### src/rtl/sl_rx_pkg.sv
// Shared types for the SL receiver.
// Holds the line event codes produced by the decoder, the receiver state
// encoding, the per-frame status word and the bit positions inside it.
package sl_rx_pkg;

   typedef enum logic [2:0] {
      EV_NONE,
      EV_ZERO,
      EV_ONE,
      EV_BOTH,
      EV_LEVEL
   } sl_event_e;

   typedef enum logic [2:0] {
      IDLE,
      DATA,
      PARITY,
      STOP,
      DRAIN
   } sl_rx_state_e;

   typedef struct packed {
      logic tout;
      logic lvl;
      logic len;
      logic par;
   } sl_rx_status_t;

   localparam int STATUS_PAR_BIT  = 0;
   localparam int STATUS_LEN_BIT  = 1;
   localparam int STATUS_LVL_BIT  = 2;
   localparam int STATUS_TOUT_BIT = 3;

endpackage

### src/rtl/sl_line_decoder.sv
// SL line decoder: synchronises both asynchronous SL lines and turns each
// excursion away from the idle (1,1) pair into one event strobe.
// Ports:
//   clk, rst                 clock and synchronous active-high reset
//   serial_line_zeroes_a     asynchronous zeroes line (idle high)
//   serial_line_ones_a       asynchronous ones line (idle high)
//   lineEvent                one-cycle event code, EV_NONE otherwise
module sl_line_decoder
   import sl_rx_pkg::*;
#(
   parameter int SYNC_STAGES = 2,
   parameter int SKEW_CYC    = 2
) (
   input  logic      clk,
   input  logic      rst,
   input  logic      serial_line_zeroes_a,
   input  logic      serial_line_ones_a,
   output sl_event_e lineEvent
);

   localparam int SW = $clog2(SKEW_CYC + 2);
   localparam logic [SW-1:0] SKEW_SAT   = SW'(SKEW_CYC + 1);
   localparam logic [SW-1:0] SKEW_LIMIT = SW'(SKEW_CYC);

   logic [SYNC_STAGES-1:0] zeroesSync;
   logic [SYNC_STAGES-1:0] onesSync;
   logic                   zeroesLow;
   logic                   onesLow;
   logic                   inPulse;
   logic                   firstIsZero;
   logic                   escalated;
   logic [SW-1:0]          skewCnt;

   // Synchroniser chains; they reset to the idle-high level so that leaving
   // reset never looks like a falling line.
   always_ff @(posedge clk) begin
      if (rst) begin
         zeroesSync <= '1;
         onesSync   <= '1;
      end else begin
         zeroesSync <= {zeroesSync[SYNC_STAGES-2:0], serial_line_zeroes_a};
         onesSync   <= {onesSync[SYNC_STAGES-2:0], serial_line_ones_a};
      end
   end

   assign zeroesLow = !zeroesSync[SYNC_STAGES-1];
   assign onesLow   = !onesSync[SYNC_STAGES-1];

   // Pulse tracker: remembers which line fell first and how long ago, so the
   // second fall can be judged as a BOTH (inside the skew window) or a LEVEL
   // error. Once a two-line event has been reported the pulse is marked
   // escalated and stays silent until the pair is back at (1,1).
   always_ff @(posedge clk) begin
      if (rst) begin
         inPulse     <= 1'b0;
         firstIsZero <= 1'b0;
         escalated   <= 1'b0;
         skewCnt     <= '0;
      end else if (!zeroesLow && !onesLow) begin
         inPulse   <= 1'b0;
         escalated <= 1'b0;
         skewCnt   <= '0;
      end else begin
         if (!inPulse) begin
            inPulse     <= 1'b1;
            firstIsZero <= zeroesLow;
            skewCnt     <= SW'(1);
         end else if (skewCnt != SKEW_SAT) begin
            skewCnt <= skewCnt + SW'(1);
         end
         if (zeroesLow && onesLow) begin
            escalated <= 1'b1;
         end
      end
   end

   // Event classification. A single-line pulse only commits when the pair
   // returns to idle, because until then it may still turn into a BOTH.
   always_comb begin
      lineEvent = EV_NONE;
      if (!zeroesLow && !onesLow) begin
         if (inPulse && !escalated) begin
            lineEvent = firstIsZero ? EV_ZERO : EV_ONE;
         end
      end else if (zeroesLow && onesLow && !escalated) begin
         if (!inPulse || skewCnt <= SKEW_LIMIT) begin
            lineEvent = EV_BOTH;
         end else begin
            lineEvent = EV_LEVEL;
         end
      end
   end

endmodule

### src/rtl/sl_receiver_fifo.sv
// SL receiver with per-frame status and a ready/valid output FIFO.
// Decodes variable-length SL words (length set through the config port),
// checks the parity slot and the stop, flags level and length errors and
// queues one {status, length, data} entry per frame.
// Optional feature: define SL_RX_TIMEOUT_EN to build the mid-frame idle
// timer and the tout status bit; without it a stalled frame waits forever.
// Ports:
//   clk, rst                      clock, synchronous active-high reset
//   serial_line_zeroes_a/ones_a   asynchronous SL lines
//   cfg_wr, cfg_len, cfg_pce      config write strobe, word length, parity control
//   cfg_rej                       one-cycle pulse when a config write is refused
//   rx_valid, rx_ready            FIFO head handshake
//   rx_data, rx_len, rx_status    FIFO head contents ({tout, lvl, len, par})
//   fifo_count, ovf, busy         occupancy, sticky overflow, frame in progress
module sl_receiver_fifo
   import sl_rx_pkg::*;
#(
   parameter  int MAX_LEN     = 32,
   parameter  int FIFO_DEPTH  = 4,
   parameter  int SYNC_STAGES = 2,
   parameter  int SKEW_CYC    = 2,
   parameter  int TIMEOUT_CYC = 4096,
   localparam int LW          = $clog2(MAX_LEN + 1),
   localparam int CW          = $clog2(FIFO_DEPTH + 1)
) (
   input  logic               clk,
   input  logic               rst,
   input  logic               serial_line_zeroes_a,
   input  logic               serial_line_ones_a,
   input  logic               cfg_wr,
   input  logic [LW-1:0]      cfg_len,
   input  logic               cfg_pce,
   output logic               cfg_rej,
   output logic               rx_valid,
   input  logic               rx_ready,
   output logic [MAX_LEN-1:0] rx_data,
   output logic [LW-1:0]      rx_len,
   output logic [3:0]         rx_status,
   output logic [CW-1:0]      fifo_count,
   output logic               ovf,
   output logic               busy
);

   localparam int PW = $clog2(FIFO_DEPTH);

   sl_event_e          lineEvent;
   sl_rx_state_e       state, stateNext;
   logic [LW-1:0]      cfgLen;
   logic               cfgPce;
   logic               cfgRej;
   logic               cfgOk;
   logic [LW-1:0]      count, countNext;
   logic [MAX_LEN-1:0] shiftData, dataNext, pushData;
   logic               zerosOdd, zerosOddNext;
   logic               onesOdd, onesOddNext;
   sl_rx_status_t      frameStatus, statusNext, pushStatus;
   logic               push;
   logic               isBit;
   logic               bitVal;
   logic               timeoutHit;

   logic [MAX_LEN-1:0] dataMem [FIFO_DEPTH];
   logic [LW-1:0]      lenMem [FIFO_DEPTH];
   sl_rx_status_t      statusMem [FIFO_DEPTH];
   logic [PW-1:0]      wrPtr, rdPtr;
   logic [CW-1:0]      fifoCount;
   logic               ovfReg;
   logic               pop, pushReq, pushAccept;

   sl_line_decoder #(
      .SYNC_STAGES(SYNC_STAGES),
      .SKEW_CYC   (SKEW_CYC)
   ) u_decoder (
      .clk                 (clk),
      .rst                 (rst),
      .serial_line_zeroes_a(serial_line_zeroes_a),
      .serial_line_ones_a  (serial_line_ones_a),
      .lineEvent           (lineEvent)
   );

   assign cfgOk  = cfg_wr && !cfg_len[0] && (cfg_len >= LW'(8)) && (cfg_len <= LW'(MAX_LEN));
   assign isBit  = (lineEvent == EV_ZERO) || (lineEvent == EV_ONE);
   assign bitVal = (lineEvent == EV_ONE);

`ifdef SL_RX_TIMEOUT_EN
   localparam int TW = $clog2(TIMEOUT_CYC);
   logic [TW-1:0] idleCnt;
   logic          frameLive;

   assign frameLive  = state inside {DATA, PARITY, STOP};
   assign timeoutHit = frameLive && (lineEvent == EV_NONE) && (idleCnt == TW'(TIMEOUT_CYC - 1));

   // Idle timer: counts quiet cycles while a frame is open and restarts on
   // every event, outside a live frame and on a config write.
   always_ff @(posedge clk) begin
      if (rst || cfgOk || !frameLive || lineEvent != EV_NONE || timeoutHit) begin
         idleCnt <= '0;
      end else begin
         idleCnt <= idleCnt + TW'(1);
      end
   end
`else
   // Without the timer a frame never times out; a non-negative timeout
   // setting makes this permanently false.
   assign timeoutHit = (TIMEOUT_CYC < 0);
`endif

   // Frame FSM next-state logic. Bits are written into position count, and
   // the zero/one counts are kept as running parities for the parity slot.
   // Status bits gathered before DRAIN ride in frameStatus until the stop.
   always_comb begin
      stateNext    = state;
      countNext    = count;
      dataNext     = shiftData;
      zerosOddNext = zerosOdd;
      onesOddNext  = onesOdd;
      statusNext   = frameStatus;
      pushStatus   = frameStatus;
      push         = 1'b0;
      case (state)
         IDLE: begin
            if (isBit) begin
               stateNext    = DATA;
               dataNext     = {{(MAX_LEN-1){1'b0}}, bitVal};
               countNext    = LW'(1);
               zerosOddNext = !bitVal;
               onesOddNext  = bitVal;
               statusNext   = '0;
            end
         end
         DATA: begin
            if (isBit) begin
               dataNext     = shiftData | ({{(MAX_LEN-1){1'b0}}, bitVal} << count);
               countNext    = count + LW'(1);
               zerosOddNext = zerosOdd ^ !bitVal;
               onesOddNext  = onesOdd ^ bitVal;
               if (count + LW'(1) == cfgLen) begin
                  stateNext = PARITY;
               end
            end else if (lineEvent == EV_BOTH) begin
               pushStatus.len = 1'b1;
               push           = 1'b1;
               stateNext      = IDLE;
            end else if (lineEvent == EV_LEVEL) begin
               statusNext.lvl = 1'b1;
               stateNext      = DRAIN;
            end
         end
         PARITY: begin
            // ZERO carries the pair (0,1), ONE carries (1,0); the expected
            // pair is (1 ^ zeros odd, ones odd).
            if (isBit) begin
               statusNext.par = (bitVal != !zerosOdd) || (!bitVal != onesOdd);
               stateNext      = STOP;
            end else if (lineEvent == EV_BOTH) begin
               pushStatus.par = 1'b1;
               push           = 1'b1;
               stateNext      = IDLE;
            end else if (lineEvent == EV_LEVEL) begin
               statusNext.lvl = 1'b1;
               stateNext      = DRAIN;
            end
         end
         STOP: begin
            if (lineEvent == EV_BOTH) begin
               push      = 1'b1;
               stateNext = IDLE;
            end else if (isBit) begin
               statusNext.len = 1'b1;
               stateNext      = DRAIN;
            end else if (lineEvent == EV_LEVEL) begin
               statusNext.lvl = 1'b1;
               stateNext      = DRAIN;
            end
         end
         DRAIN: begin
            if (lineEvent == EV_BOTH) begin
               push      = 1'b1;
               stateNext = IDLE;
            end
         end
         default: stateNext = IDLE;
      endcase
      if (timeoutHit) begin
         pushStatus      = frameStatus;
         pushStatus.tout = 1'b1;
         push            = 1'b1;
         stateNext       = IDLE;
      end
   end

   assign pushData = (cfgPce && pushStatus.par) ? '0 : shiftData;

   // State and config registers. A valid config write wins over any event in
   // the same cycle and drops the open frame; a bad one only raises cfgRej.
   always_ff @(posedge clk) begin
      if (rst) begin
         state       <= IDLE;
         cfgLen      <= LW'(MAX_LEN);
         cfgPce      <= 1'b0;
         cfgRej      <= 1'b0;
         count       <= '0;
         shiftData   <= '0;
         zerosOdd    <= 1'b0;
         onesOdd     <= 1'b0;
         frameStatus <= '0;
      end else begin
         cfgRej <= cfg_wr && !cfgOk;
         if (cfgOk) begin
            cfgLen <= cfg_len;
            cfgPce <= cfg_pce;
            state  <= IDLE;
         end else begin
            state       <= stateNext;
            count       <= countNext;
            shiftData   <= dataNext;
            zerosOdd    <= zerosOddNext;
            onesOdd     <= onesOddNext;
            frameStatus <= statusNext;
         end
      end
   end

   assign pop        = rx_valid && rx_ready;
   assign pushReq    = push && !cfgOk;
   assign pushAccept = pushReq && ((fifoCount != CW'(FIFO_DEPTH)) || pop);

   // FIFO pointers, occupancy and the sticky overflow flag. A push into a
   // full FIFO is only accepted when the head leaves in the same cycle.
   always_ff @(posedge clk) begin
      if (rst) begin
         wrPtr     <= '0;
         rdPtr     <= '0;
         fifoCount <= '0;
         ovfReg    <= 1'b0;
      end else begin
         if (pushAccept) wrPtr <= wrPtr + PW'(1);
         if (pop) rdPtr <= rdPtr + PW'(1);
         case ({pushAccept, pop})
            2'b10:   fifoCount <= fifoCount + CW'(1);
            2'b01:   fifoCount <= fifoCount - CW'(1);
            default: fifoCount <= fifoCount;
         endcase
         if (cfgOk) begin
            ovfReg <= 1'b0;
         end else if (pushReq && !pushAccept) begin
            ovfReg <= 1'b1;
         end
      end
   end

   // FIFO storage. Not reset; the head outputs are masked while empty.
   always_ff @(posedge clk) begin
      if (pushAccept) begin
         dataMem[wrPtr]   <= pushData;
         lenMem[wrPtr]    <= count;
         statusMem[wrPtr] <= pushStatus;
      end
   end

   assign rx_valid   = (fifoCount != '0);
   assign rx_data    = rx_valid ? dataMem[rdPtr] : '0;
   assign rx_len     = rx_valid ? lenMem[rdPtr] : '0;
   assign rx_status  = rx_valid ? statusMem[rdPtr] : '0;
   assign fifo_count = fifoCount;
   assign ovf        = ovfReg;
   assign cfg_rej    = cfgRej;
   assign busy       = (state != IDLE);

endmodule

### config.mk
export PLATFORM = sky130hd
export DESIGN_NAME = sl_receiver_fifo
export DESIGN_NICKNAME = d
export VERILOG_FILES = /design/src/rtl/sl_rx_pkg.sv /design/src/rtl/sl_line_decoder.sv /design/src/rtl/sl_receiver_fifo.sv
export SDC_FILE = /design/constraint.sdc
export NUM_CORES = 1
export LEC_CHECK = 0
export CAP_MARGIN = 20
export CORE_ASPECT_RATIO = 1.1
export CORE_MARGIN = 2
export CORE_UTILIZATION = 53
export DETAILED_ROUTE_END_ITERATION = 12
export PLACE_DENSITY = 0.82
export SYNTH_ARGS = -nofsm -noshare
export SYNTH_HDL_FRONTEND = slang
export SYNTH_HIERARCHICAL = 1
export SYNTH_SLANG_ARGS = --single-unit
### constraint.sdc
create_clock -name clk -period 3.18 [get_ports clk]
set_input_delay 0.954 -clock clk [delete_from_list [all_inputs] [get_ports clk]]
set_output_delay 0.954 -clock clk [all_outputs]
set_load 0.02 [all_outputs]
# After elaboration in Yosys (flattened, before gate mapping)
# Memories as Yosys holds them, arrays and structs flattened. A register that Yosys moved wholly into a read port is not among the register bits.
# Cells that the tools add are included.
[totals] out_inout_bits=49 in_bits=13 ff_bits=71 ramBits=164 n_memories=3
[classes] n_reduce_logical=45 n_eq_ne=26 shift=1 n_addsub=6 n_mux=63 magnitude_cmp=3 bitwise_logic=6
[memory_table] memory="dataMem" words=4 width=32 read_ports=1 rd_ports_with_merged_regs=1 wr=1 line="sl_receiver_fifo.sv:62" source="logic [MAX_LEN-1:0] dataMem [FIFO_DEPTH];"
[memory_table] memory="lenMem" words=4 width=6 read_ports=1 rd_ports_with_merged_regs=1 wr=1 line="sl_receiver_fifo.sv:63" source="logic [LW-1:0] lenMem [FIFO_DEPTH];"
[memory_table] memory="statusMem" words=4 width=3 read_ports=1 rd_ports_with_merged_regs=1 wr=1 line="sl_receiver_fifo.sv:64" source="sl_rx_status_t statusMem [FIFO_DEPTH];"
[op_table] operator="32-bit 2-to-1 mux" n=4
[op_table] operator="32-bit one-hot mux with 2 select lines" n=1
[op_table] operator="3-bit 2-to-1 mux" n=14
[op_table] operator="32-bit OR" n=1
[op_table] operator="1-bit by 6-bit left shift with 32-bit output" n=1
[op_table] operator="1-bit 2-to-1 mux" n=23
[op_table] operator="2-bit != test, second input constant" n=11
[op_table] operator="6-bit 2-to-1 mux" n=3
[op_table] operator="2-bit 2-to-1 mux" n=8
[op_table] operator="3-bit one-hot mux with 5 select lines" n=1
[op_table] operator="1-bit logical AND" n=13
[op_table] operator="3-bit by 2-bit equality test with 1-bit output, second input constant" n=4
[op_table] operator="6-bit one-hot mux with 2 select lines" n=1
[op_table] operator="1-bit one-hot mux with 2 select lines" n=5
[op_table] operator="1-bit zero test" n=9
[op_table] operator="3-bit nonzero test" n=3
[op_table] operator="4-bit AND reduction" n=2
[op_table] operator="2-bit nonzero test" n=4
[op_table] operator="2-bit OR reduction" n=4
[op_table] operator="7-bit AND reduction" n=1
[op_table] operator="2-bit by 1-bit adder with 2-bit output, second input constant" n=3
[op_table] operator="6-bit by 1-bit adder with 6-bit output, second input constant" n=1
[op_table] operator="3-bit by 1-bit equality test with 1-bit output, second input constant" n=2
[op_table] operator="3-bit equality test, second input constant" n=2
[op_table] operator="21 further kinds" n=29

# Depth between registers and ports, before layout
[depth] ltp_word=13 depth_mapped=12 ltp_nobuf=10

# Hierarchy
# Netlist, hierarchy kept.
[by_module_without_submodules] mod="sl_receiver_fifo" cells_per_inst=657 n_inst=1 seq_area_each_um2=6206.0 area_each_um2=9437.8
[by_module_without_submodules] mod="sl_line_decoder" cells_per_inst=32 n_inst=1 seq_area_each_um2=180.2 area_each_um2=340.3

# Worst setup path after synthesis
# OpenSTA, ideal clock, no wires.
[synth_timing] kind="reg-to-reg" start="register u_decoder.skewCnt[0]" end="memory dataMem[1][0] (enable)" path_stages_with_launch=8 synth_period_minus_slack_ps=3448 setup_time_ps=402 arrival_ps=3045 slack_ps=-268 path_buffers=0 path_cell_list="dfxtp_1 -> ha_1 -> a211o_1 -> a21oi_1 -> and3b_1 -> and3_1 -> nor4b_4 -> and2_1"
[synth_between] elab_chain_cells=13 elab_cells_between_ends=16 classes_between="order compare (1); eq/ne (3); mux (8); reduce/logical (4)"
[synth_rtl] item="start: declaration" line="sl_line_decoder.sv:32" source="logic [SW-1:0] skewCnt;"
[synth_rtl] item="start signal: assignment" line="sl_line_decoder.sv:69" source="skewCnt <= skewCnt + SW'(1);"
[synth_rtl] item="2-bit <= comparator (*)" line="sl_line_decoder.sv:86" source="if (!inPulse || skewCnt <= SKEW_LIMIT) begin"
[synth_rtl] item="1-bit logical OR (*)" line="sl_line_decoder.sv:86"
[synth_rtl] item="3-bit 2-to-1 mux (*)" line="sl_line_decoder.sv:86"
[synth_rtl] item="3-bit 2-to-1 mux (*)" line="sl_line_decoder.sv:85" source="end else if (zeroesLow && onesLow && !escalated) begin"
[synth_rtl] item="3-bit 2-to-1 mux (*)" line="sl_line_decoder.sv:81" source="if (!zeroesLow && !onesLow) begin"
[synth_rtl] item="net lineEvent[1]" line="sl_receiver_fifo.sv:46" source="sl_event_e lineEvent;"
[synth_rtl] item="3-bit by 2-bit equality test with 1-bit output, or another cell as far along"
[synth_rtl] item="1-bit 2-to-1 mux / 1-bit logical OR (equally long branches)"
[synth_rtl] item="1-bit 2-to-1 mux" line="sl_receiver_fifo.sv:152" source="if (isBit) begin"
[synth_rtl] item="1-bit one-hot mux with 2 select lines (*)" line="sl_receiver_fifo.sv:120" source="case (state)"
[synth_rtl] item="1-bit logical AND (*)" line="sl_receiver_fifo.sv:225" source="assign pushReq = push && !cfgOk;"
[synth_rtl] item="1-bit logical AND (*)" line="sl_receiver_fifo.sv:226" source="assign pushAccept = pushReq && ((fifoCount != CW'(FIFO_DEPTH)) || pop);"
[synth_rtl] item="1-bit 2-to-1 mux (*)" line="sl_receiver_fifo.sv:254" source="if (pushAccept) begin"
[synth_rtl] item="1-bit 2-to-1 mux (not written as such) (*)" line="sl_receiver_fifo.sv:255" source="dataMem[wrPtr] <= pushData;"
[synth_rtl] item="end: declaration" line="sl_receiver_fifo.sv:62"
# Mark *: on every way through the listed nets, which the timed path passes. The rest lies on a longest branch.

==> impl_metrics.yaml <==
clock_network:
  htreeDepth: 1
  clkTransAtPathRegs_ns: 0.06
  cts_tree: "yes"
  cts_resized: 41
  cts_setup_buffers: 0
  root_buffer: "clkbuf_16"
  clk_path_buf_depth: 3
  clkLatencyLatePin_ns: 0.51
  cts_made_buffers: 24
  cts_sinks: 237
  postCtsHoldBufs: 0
cells_and_area:
  area_growth_pct: 18.7
  finalNetCount: 781
  final_common_cell: "edfxtp_1"
  drive_gt1_frac: 0.170
  n_antenna_cell: 0
  layout_common_cells: "164 x edfxtp_1, 78 x and2_1, 72 x dfxtp_1, 52 x nor2_1"
  finalNonFillerCells: 1021
timing:
  setup_viol_count_final: 0
  max_slew_margin: 0.475
  fmax_mhz: 322
  clock_skew_ns: 0.00944
  fin_crit_sh: 0.976
  fin_ws_ns: 0.0748
  rsz0062_at_grt: "false"
  worstMarginPinSlew_ns: 0.786
  hold_violations: 0
  period_needed_ns: 3.11
  slew_viol_final: 0
critical_path:
  cp_data_arrival_time_ns: 2.15
  crit_slowest_cell: "mux4_2"
  crit_fanout: 24
  critical_path_buf_inv_count: 2
  path_cells: "buf_12, mux4_2, and2_1, dlygate4sd2_1"
  worstSetupStartpointType: "flip-flop"
  required_ns: 2.23
  crit_path_max_incr_delay_ns: 0.54
  path_class: "reg2out"
  worstSetupEndpointType: "output pin"
  path_delay_family: "buffers and inverters"
global_routing:
  grt_pass1_vias: 6111
  antenna_found_initial: 0
  grt_overflow: 0
  grt_pass1_wl_microns: 32000
  grt_max_degree: 45
  grt.total_usage: 0.206
logic_synthesis:
  ys.warnings.count: 6
  syn_avg_cell_area_sq_um: 14.2
  synth_seq_cells: 237
  ys_types: 60
  yosysSeqAreaShare: 0.653
  synthFlopType: "edfxtp_1"
  ys_async_sr_fraction: 0
  synth_edf_count: 164
  synthCells: 689
  syn_nets: 709
  syn_area_sq_mm: 0.00978
die:
  num_rows: 52
  fp.dieH_microns: 146
  die_area_sq_mm: 0.0196
  die_w_microns: 134
  pin_count: 62
  core_area_sq_mm: 0.0182
  start_util: 0.537
pwr:
  ir_worst_vdd_mv: 0.423
  power_density_mw_per_mm2: 542
  leakagePower_nw: 4.24
detailed_routing:
  drc: 0
  wl_met1_microns: 7570
  drt_iter0_markers: 534
  num_vias: 5985
  wl_met2_microns: 10500
  avgViaCountPerCell: 5.86
  ant_nets: 0
  finalWirelength_microns: 19800
  routed-wl-met3_microns: 1100
  first_pass_iters: 5
  top_layer_used: "met4"
  wire_per_inst_microns: 19.4
min_path:
  min_path_type: "reg2reg"
outcome:
  run_status: "completed"
run:
  cap_viol_max_count: 0
placement:
  place_congestion: 0.890
  io_buffers: 60
  hpwlAfterDp_microns: 13000
  dpl.cell_count: 978
  place_ws_ns: -0.00441
==> stage by stage <==
stage	hold slack (ns)	power, W	util	TNS [ns]	cell area, sq um
global route	0.429	0.00649	0.637	0	11600
global placement	0.399	0.00359	0.597	0	10900
detailed placement	0.400	0.00360	0.597	-0.0755	10900
CTS	0.416	0.00633	0.637	0	11600
finish	0.415	0.00630	0.637	0	11600
floorplan	0.389	0.00351	-	0	9780
==> final timing paths <==
kind	start	end	slack [ns]	depth (start not counted)
worst max-delay path	flip-flop	rx_data[16]	0.07	4
worst min-delay path	u_decoder/onesSync[0]$_SDFF_PP1_	u_decoder/onesSync[1]$_SDFF_PP1_	0.41	1
worst max register to register	u_decoder/skewCnt[0]$_SDFFE_PP0P_	fifo_count[2]$_SDFFE_PP0P_	0.22	10
worst min register to register	u_decoder/onesSync[0]$_SDFF_PP1_	u_decoder/onesSync[1]$_SDFF_PP1_	0.41	1
==> cells by family (layout without fill, tap and decap cells) <==
family          after synthesis  in the layout  share of synthesized area
other cells                   1              1                   0.000384
mux                          52             52                      0.106
xor+xnor                     14             14                     0.0125
flops                       237            237                      0.653
fa+ha+maj                     7              7                    0.00972
simple gates                235            235                      0.136
compound gates               89             89                     0.0586
buf+inv                      54            143                     0.0238
==> cell usage after synthesis, drive strengths merged, types with 4 or more instances <==
library cell	count	area, sq um
buf	18	97.6
nor2	52	195
o21a	4	30.0
nand2	21	78.8
nand3b	4	30.0
mux2i	7	70.1
and3	7	43.8
mux4	41	923
inv	5	18.8
nand2b	6	37.5
dfxtp	73	1460
nand3	13	65.1
xor2	9	78.8
a21oi	24	128
nor2b	7	43.8
nor4b	5	65.1
a31oi	30	188
nor3	12	65.1
xnor2	5	43.8
or2	8	52.6
edfxtp	164	4920
clkbuf	31	116
mux2	4	45.0
ha	6	75.1
and2	82	513
o21ai	11	55.1
==> layer usage <==
layer / GRT usage / vias up
met5: 0 / -
met4: 0.0681 / 0
met3: 0.0274 / 51
met2: 0.378 / 244
met1: 0.250 / 2961
li1: - / 2729
==> state kept, by name (all words and copies together) (netlist names), 3 cells and up, named ones only <==
register and count:
lenMem 24, fifo_count 3, frameStatus 3, dataMem 128, cfgLen 6, state 3, shiftData 32, statusMem 12
count 6
==> layout make-up <==
type | instances | area [sq um]
clock inverters | 12 | 135
fillers | 1310 | 6610
repair buffers | 95 | 953
inverters | 5 | 18.8
multi-input cells | 398 | 3160
clock buffers | 31 | 648
well taps | 243 | 304
flip-flops and latches | 237 | 6390
==> worst reg2reg max path: cells and delay by family (launching register included) <==
| family | cells | cell delay [ns] |
|---|---|---|
| adders and majority gates | 2 | 0.69 |
| and+or+nand+nor | 2 | 0.52 |
| muxes | 1 | 0.28 |
| AOI/OAI and AO/OA | 5 | 1.04 |
| DFF | 1 | 0.32 |
==> power by group <==
group / switching, W / total, W / internal, W
logic: 0.000134 / 0.000236 / 0.000102
clock network: 0.00109 / 0.00277 / 0.00168
registers: 0.0000173 / 0.00329 / 0.00327
(Power assumes the default switching activity.)
==> RTL change 1, RTL diff (same flow settings) <==
`SKEW_CYC` is set to 2 in 2 places; all go to 4.
--- a/src/rtl/sl_line_decoder.sv
+++ b/src/rtl/sl_line_decoder.sv
@@ -10,5 +10,5 @@
 #(
    parameter int SYNC_STAGES = 2,
-   parameter int SKEW_CYC    = 2
+   parameter int SKEW_CYC    = 4
 ) (
    input  logic      clk,
--- a/src/rtl/sl_receiver_fifo.sv
+++ b/src/rtl/sl_receiver_fifo.sv
@@ -19,5 +19,5 @@
    parameter  int FIFO_DEPTH  = 4,
    parameter  int SYNC_STAGES = 2,
-   parameter  int SKEW_CYC    = 2,
+   parameter  int SKEW_CYC    = 4,
    parameter  int TIMEOUT_CYC = 4096,
    localparam int LW          = $clog2(MAX_LEN + 1),
Function: changed (a bounded check fails within 10 cycles, from zero or initial values and one cycle with rst high).
==> RTL change 1 against the unedited design <==
  * Area after synthesis increased by 1.0%
  * Via count increased by 0.28%
  * Wire length increased by 4.5%
  * Cell area increased by 0.31%
  * Total power decreased by 2.8%
  * Critical path type unchanged
  * Largest power group unchanged
  * Clock skew increased by 4.4 ps
  * Setup slack got worse by 13 ps
  * Sequential cell count increased by 1
==> RTL change 1: results (changes against the unedited design) <==
| Metric | Value |
|---|---|
| Worst-Skew Late Latency | roughly 500 ps |
| Tightest Hold Check Type | register to register |
| Number of diodes | 0 (unchanged) |
| CTS H-tree lvls | 1 (unchanged) |
| Post-synth EDFFs | 164 (unchanged) |
| DR vias | 6002 (+0.28%) |
| Met2 usage | 0.3823 (+0.004473) |
| Share of layout cells above drive strength 1 | 0.1690 (-0.0006696) |
| Top FF cell, synth | edfxtp_1 |
| VDD IR max | 0.3722 mV (-12%) |
| Initial antenna violation count | 0 (unchanged) |
| Post-synth top cells | 164 x edfxtp_1, 83 x and2_1, 74 x dfxtp_1 |
| Synth warn | 6 (unchanged) |
| Top cells by area, synth | edfxtp_1 50%, dfxtp_1 15%, mux4_2 9.4%, and2_1 5.3%, nor2_1 2.0% |
| Biggest regs | dataMem x128, shiftData x32, lenMem x24 |
| Final net count | 793 (+1.5%) |
| Clk pwr share | 0.420 (-0.020) |
| Bufs on Longest Clock Path | 3 (unchanged) |
| Total Routing Usage GR | 0.2075 (+0.001884) |
| Syn Nets | 721 (+1.7%) |
| Part of the power in registers | 0.539 (+0.016) |
| ANT nets after route | 0 (unchanged) |
| CP top delay family | buffers and inverters |
| Largest net degree at the start of global routing | 45 (unchanged) |
| Ys async rst share | 0 (unchanged) |
| Number of global-route vias before repair | 6251 (+2.3%) |
| Leakage | 0.004235 uW (about the same) |
| Max Fanout on Critical Path | 21 (-13%) |
| RePlAce Congestion | 0.8887 (-0.19%) |
| Clock Skew | 13.87 ps (+4.439 ps) |
| Fill cells | 1290 (-1.5%) |
| Grt met1 use | 0.2508 (+0.0008301) |
| 1st-iter DRT viols | 446 (-16%) |
| Status | finished, final reports clean |
| First-pass GRT wire length | 32470 um (+1.4%) |
| Seq/Total Area, Yosys | 0.6487 (-0.004427) |
| Switching share of power | 0.2008 (+0.003574) |
| DPL Wire Length | 13080 um (+0.39%) |
| GR Util met3 | 0.03106 (+0.003625) |
| Num CTS Buffers | 23 (-4.2%) |
| Unique cell type count in the Yosys netlist | 61 (+1.7%) |
| Post-Route WL | 20660 um (+4.5%) |
| Number of port buffers | 60 (unchanged) |
| Critical-path top delay cell | clkdlybuf4s50_1 |
| Relative slew slack | 0.4990 (+0.02363) |
[RTL change 1: layer usage]
layer,wire length [um],vias to the layer above
li1,-,2760
met1,7866,2979
met2,11020,222
met3,1226,41
met4,551,0
met5,0,-
[RTL change 1: path summary, 6_finish.rpt]
check	start	to	slack, ps	depth (start not counted)
max	register	rx_data[0]	60	4
min	u_decoder/zeroesSync[0]	u_decoder/zeroesSync[1]	410	1
max reg2reg	u_decoder/escalated	shiftData[24]	350	7
min reg2reg	u_decoder/zeroesSync[0]	u_decoder/zeroesSync[1]	410	1
[RTL change 1: what timing repair did]
item,4_1_cts,5_1_grt
pin swaps,0,0
hold buffers,0,0
setup endpoints to repair,41,3
gates resized for setup,41,3
cloned,0,1
[RTL change 1: cell type report]
type | instances | area (sq um) | share of cell area
timing repair buffer | 96 | 960.9 | 0.08250
clock buffer | 31 | 605.6 | 0.05199
multi-input combinational | 404 | 3231 | 0.2774
inverter | 8 | 30.03 | 0.002578
sequential | 238 | 6411 | 0.5504
clock inverter | 10 | 105.1 | 0.009024
tap | 243 | 304.0 | 0.02610
[RTL change 1: cell families after synthesis]
group	count (synthesis)	synth area share
flops	238	0.6487
compound gates	91	0.06069
xor+xnor	13	0.01153
fa+ha+maj	9	0.01216
mux	51	0.1040
other cells	1	0.0003797
simple gates	239	0.1378
buf+inv	57	0.02471
[RTL change 1: metrics by stage]
step | setup TNS, ps | total power, uW | setup WS, ps | std cells | area [sq um]
floorplan | 0 | 3522 | 183.8 | 699 | 9881
global placement | 0 | 3614 | 76.31 | 988 | 10950
detailed placement | 0 | 3625 | 0.9748 | 988 | 10950
CTS | 0 | 6163 | 26.06 | 1029 | 11620
global route | -6.085 | 6302 | -6.085 | 1030 | 11650
finish | 0 | 6121 | 61.82 | 1030 | 11650
==> RTL change 2, RTL diff (same settings) <==
Without the edit above. Register the output `rx_status`; this adds one clock of latency there. The other outputs are not delayed to match.
--- a/src/rtl/sl_receiver_fifo.sv
+++ b/src/rtl/sl_receiver_fifo.sv
@@ -262,5 +262,7 @@
    assign rx_data    = rx_valid ? dataMem[rdPtr] : '0;
    assign rx_len     = rx_valid ? lenMem[rdPtr] : '0;
-   assign rx_status  = rx_valid ? statusMem[rdPtr] : '0;
+   always_ff @(posedge clk) begin
+      rx_status <= rx_valid ? statusMem[rdPtr] : '0;
+   end
    assign fifo_count = fifoCount;
    assign ovf        = ovfReg;
Formal check against the unedited RTL: not equivalent (a bounded check fails within 10 cycles, from zero or initial values and one cycle with rst high).
==> RTL change 2 against the unedited design <==
  * Wire length is 0.64% higher
  * Total power is 0.29% higher
  * Cell area decreased by 0.30%
  * Area after synthesis is 0.61% lower
  * Setup slack got worse by 24 ps
  * Fmax decreased by 0.75%
  * Global-route usage is 0.26 points higher
  * Sequential cell count grew 3
  * Clock skew about the same
  * Count of clock-buffer cells in the layout shrank 2
==> RTL change 2: results (changes against the unedited design) <==
| Metric | Value |
|---|---|
| Top cells by area, synth | edfxtp_1 51%, dfxtp_1 16%, mux4_2 9.5%, and2_1 5.0%, a21oi_1 2.4% |
| Hold path endpoint | u_decoder/onesSync[1] |
| DPL Wire Length | 12510 um (-4.0%) |
| Post-Syn Instances | 685 (-0.58%) |
| Placed cells | 975 (-0.31%) |
| Register-to-register setup slack | 300 ps (+80 ps) |
| Number of port buffers | 60 (unchanged) |
| Leakage | 0.004059 uW (-4.2%) |
| Hold path start | u_decoder/onesSync[0] |
| Post-Synth Adder-Cell Area | 0.009785 (+0.00006010) |
| Clock Skew | 9.901 ps (+0.4656 ps) |
| Kind of critical path | register to output port |
| Status | finished, final reports clean |
| Final net count | 784 (+0.38%) |
| CTS resizes | 42 (+2.4%) |
| Register Area | 6450 sq um (+0.98%) |
| CP top delay family | multiplexers |
| Relative slew slack | 0.5408 (+0.06545) |
| Total Routing Usage GR | 0.2083 (+0.002600) |
| Detailed Routing Iterations Pass 1 | 5 (unchanged) |
| RePlAce Congestion | 0.8701 (-2.3%) |
| 1st-iter DRT viols | 502 (-6.0%) |
| Reg-to-reg endpoint | dataMem[3][0] |
| Post-Place Cell Area | 10800 sq um (-0.67%) |
| CP max stage delay | 540 ps (about the same) |
| Syn Nets | 705 (-0.56%) |
| R2R cell count | 8 (-2) |
| Critical-path top delay cell | mux4_2 |
| Bufs on Longest Clock Path | 3 (unchanged) |
| Reg2reg start | u_decoder/skewCnt[0] |
| Post-Synth XOR/XNOR Area | 0.01262 (+0.00007750) |
| Biggest regs | dataMem x128, shiftData x32, lenMem x24 |
| Min Tclk post-route | 3129 ps (+23.57 ps) |
| Final Hold Slack | 426.8 ps (+12.28 ps) |
| Critical path arrival | 2170 ps (+20 ps) |
| First-pass GRT wire length | 32130 um (+0.30%) |
| Mux cell area share after synthesis | 0.1006 (-0.005652) |
| Post-synth top cells | 164 x edfxtp_1, 77 x and2_1, 76 x dfxtp_1 |
| Initial antenna violation count | 0 (unchanged) |
| Routed len/inst | 19.56 um (+0.94%) |
| # Post-CTS Setup Buffers | 1 (+1) |
| Largest net degree at the start of global routing | 45 (unchanged) |
| Share of layout cells above drive strength 1 | 0.1769 (+0.007257) |
| Num CTS Buffers | 23 (-4.2%) |
| Fill cells | 1236 (-5.6%) |
| Post-Route WL | 19910 um (+0.64%) |
| Ys async rst share | 0 (unchanged) |
| Max Fanout on Critical Path | 15 (-38%) |
| Number of diodes | 0 (unchanged) |
| Synth warn | 9 (+3) |
| Vias/cell | 5.828 (-0.58%) |
| Post-synthesis compound-gate area fraction | 0.05742 (-0.001183) |
| Crit path to | rx_data[6] |
| Number of global-route vias before repair | 6145 (+0.56%) |
| VDD IR max | 0.3384 mV (-20%) |
| Tightest Hold Check Type | register to register |
| Seq/Total Area, Yosys | 0.6633 (+0.01022) |
| Post-Place Worst Slack | -99.17 ps (-94.76 ps) |
-- RTL change 2: changes by cell type in the layout (fill, tap and decap cells not counted), sizes merged, moves of 4 or more --
cell         delta
o21a            -4
dlygate4sd2     -5
a31oi          -18
or3             +5
and3            -4
nor2            +6
nand2           +5
nand3           -4
and2            -5
mux2i           -5
a21oi          +23
-- RTL change 2: where the power goes --
group / total, uW / switching [uW] / internal, uW
registers: 3330 / 19.0 / 3310
logic: 295 / 167 / 129
clock network: 2690 / 1110 / 1580
total: 6310 / 1290 / 5020
-- RTL change 2: per-layer routing --
metal,up-vias,wire length (um),global-route usage
li1,2717,-,-
met1,2941,7703,0.2565
met2,224,10510,0.3819
met3,51,1129,0.02674
met4,0,563,0.06649
met5,-,0,0
-- RTL change 2: final cells by class --
class / instances / area share
inverter: 4 / 0.001297
clock buffer: 29 / 0.05523
multi-input combinational: 398 / 0.2689
sequential: 240 / 0.5572
tap: 238 / 0.02572
timing repair buffer: 97 / 0.08204
clock inverter: 12 / 0.009620
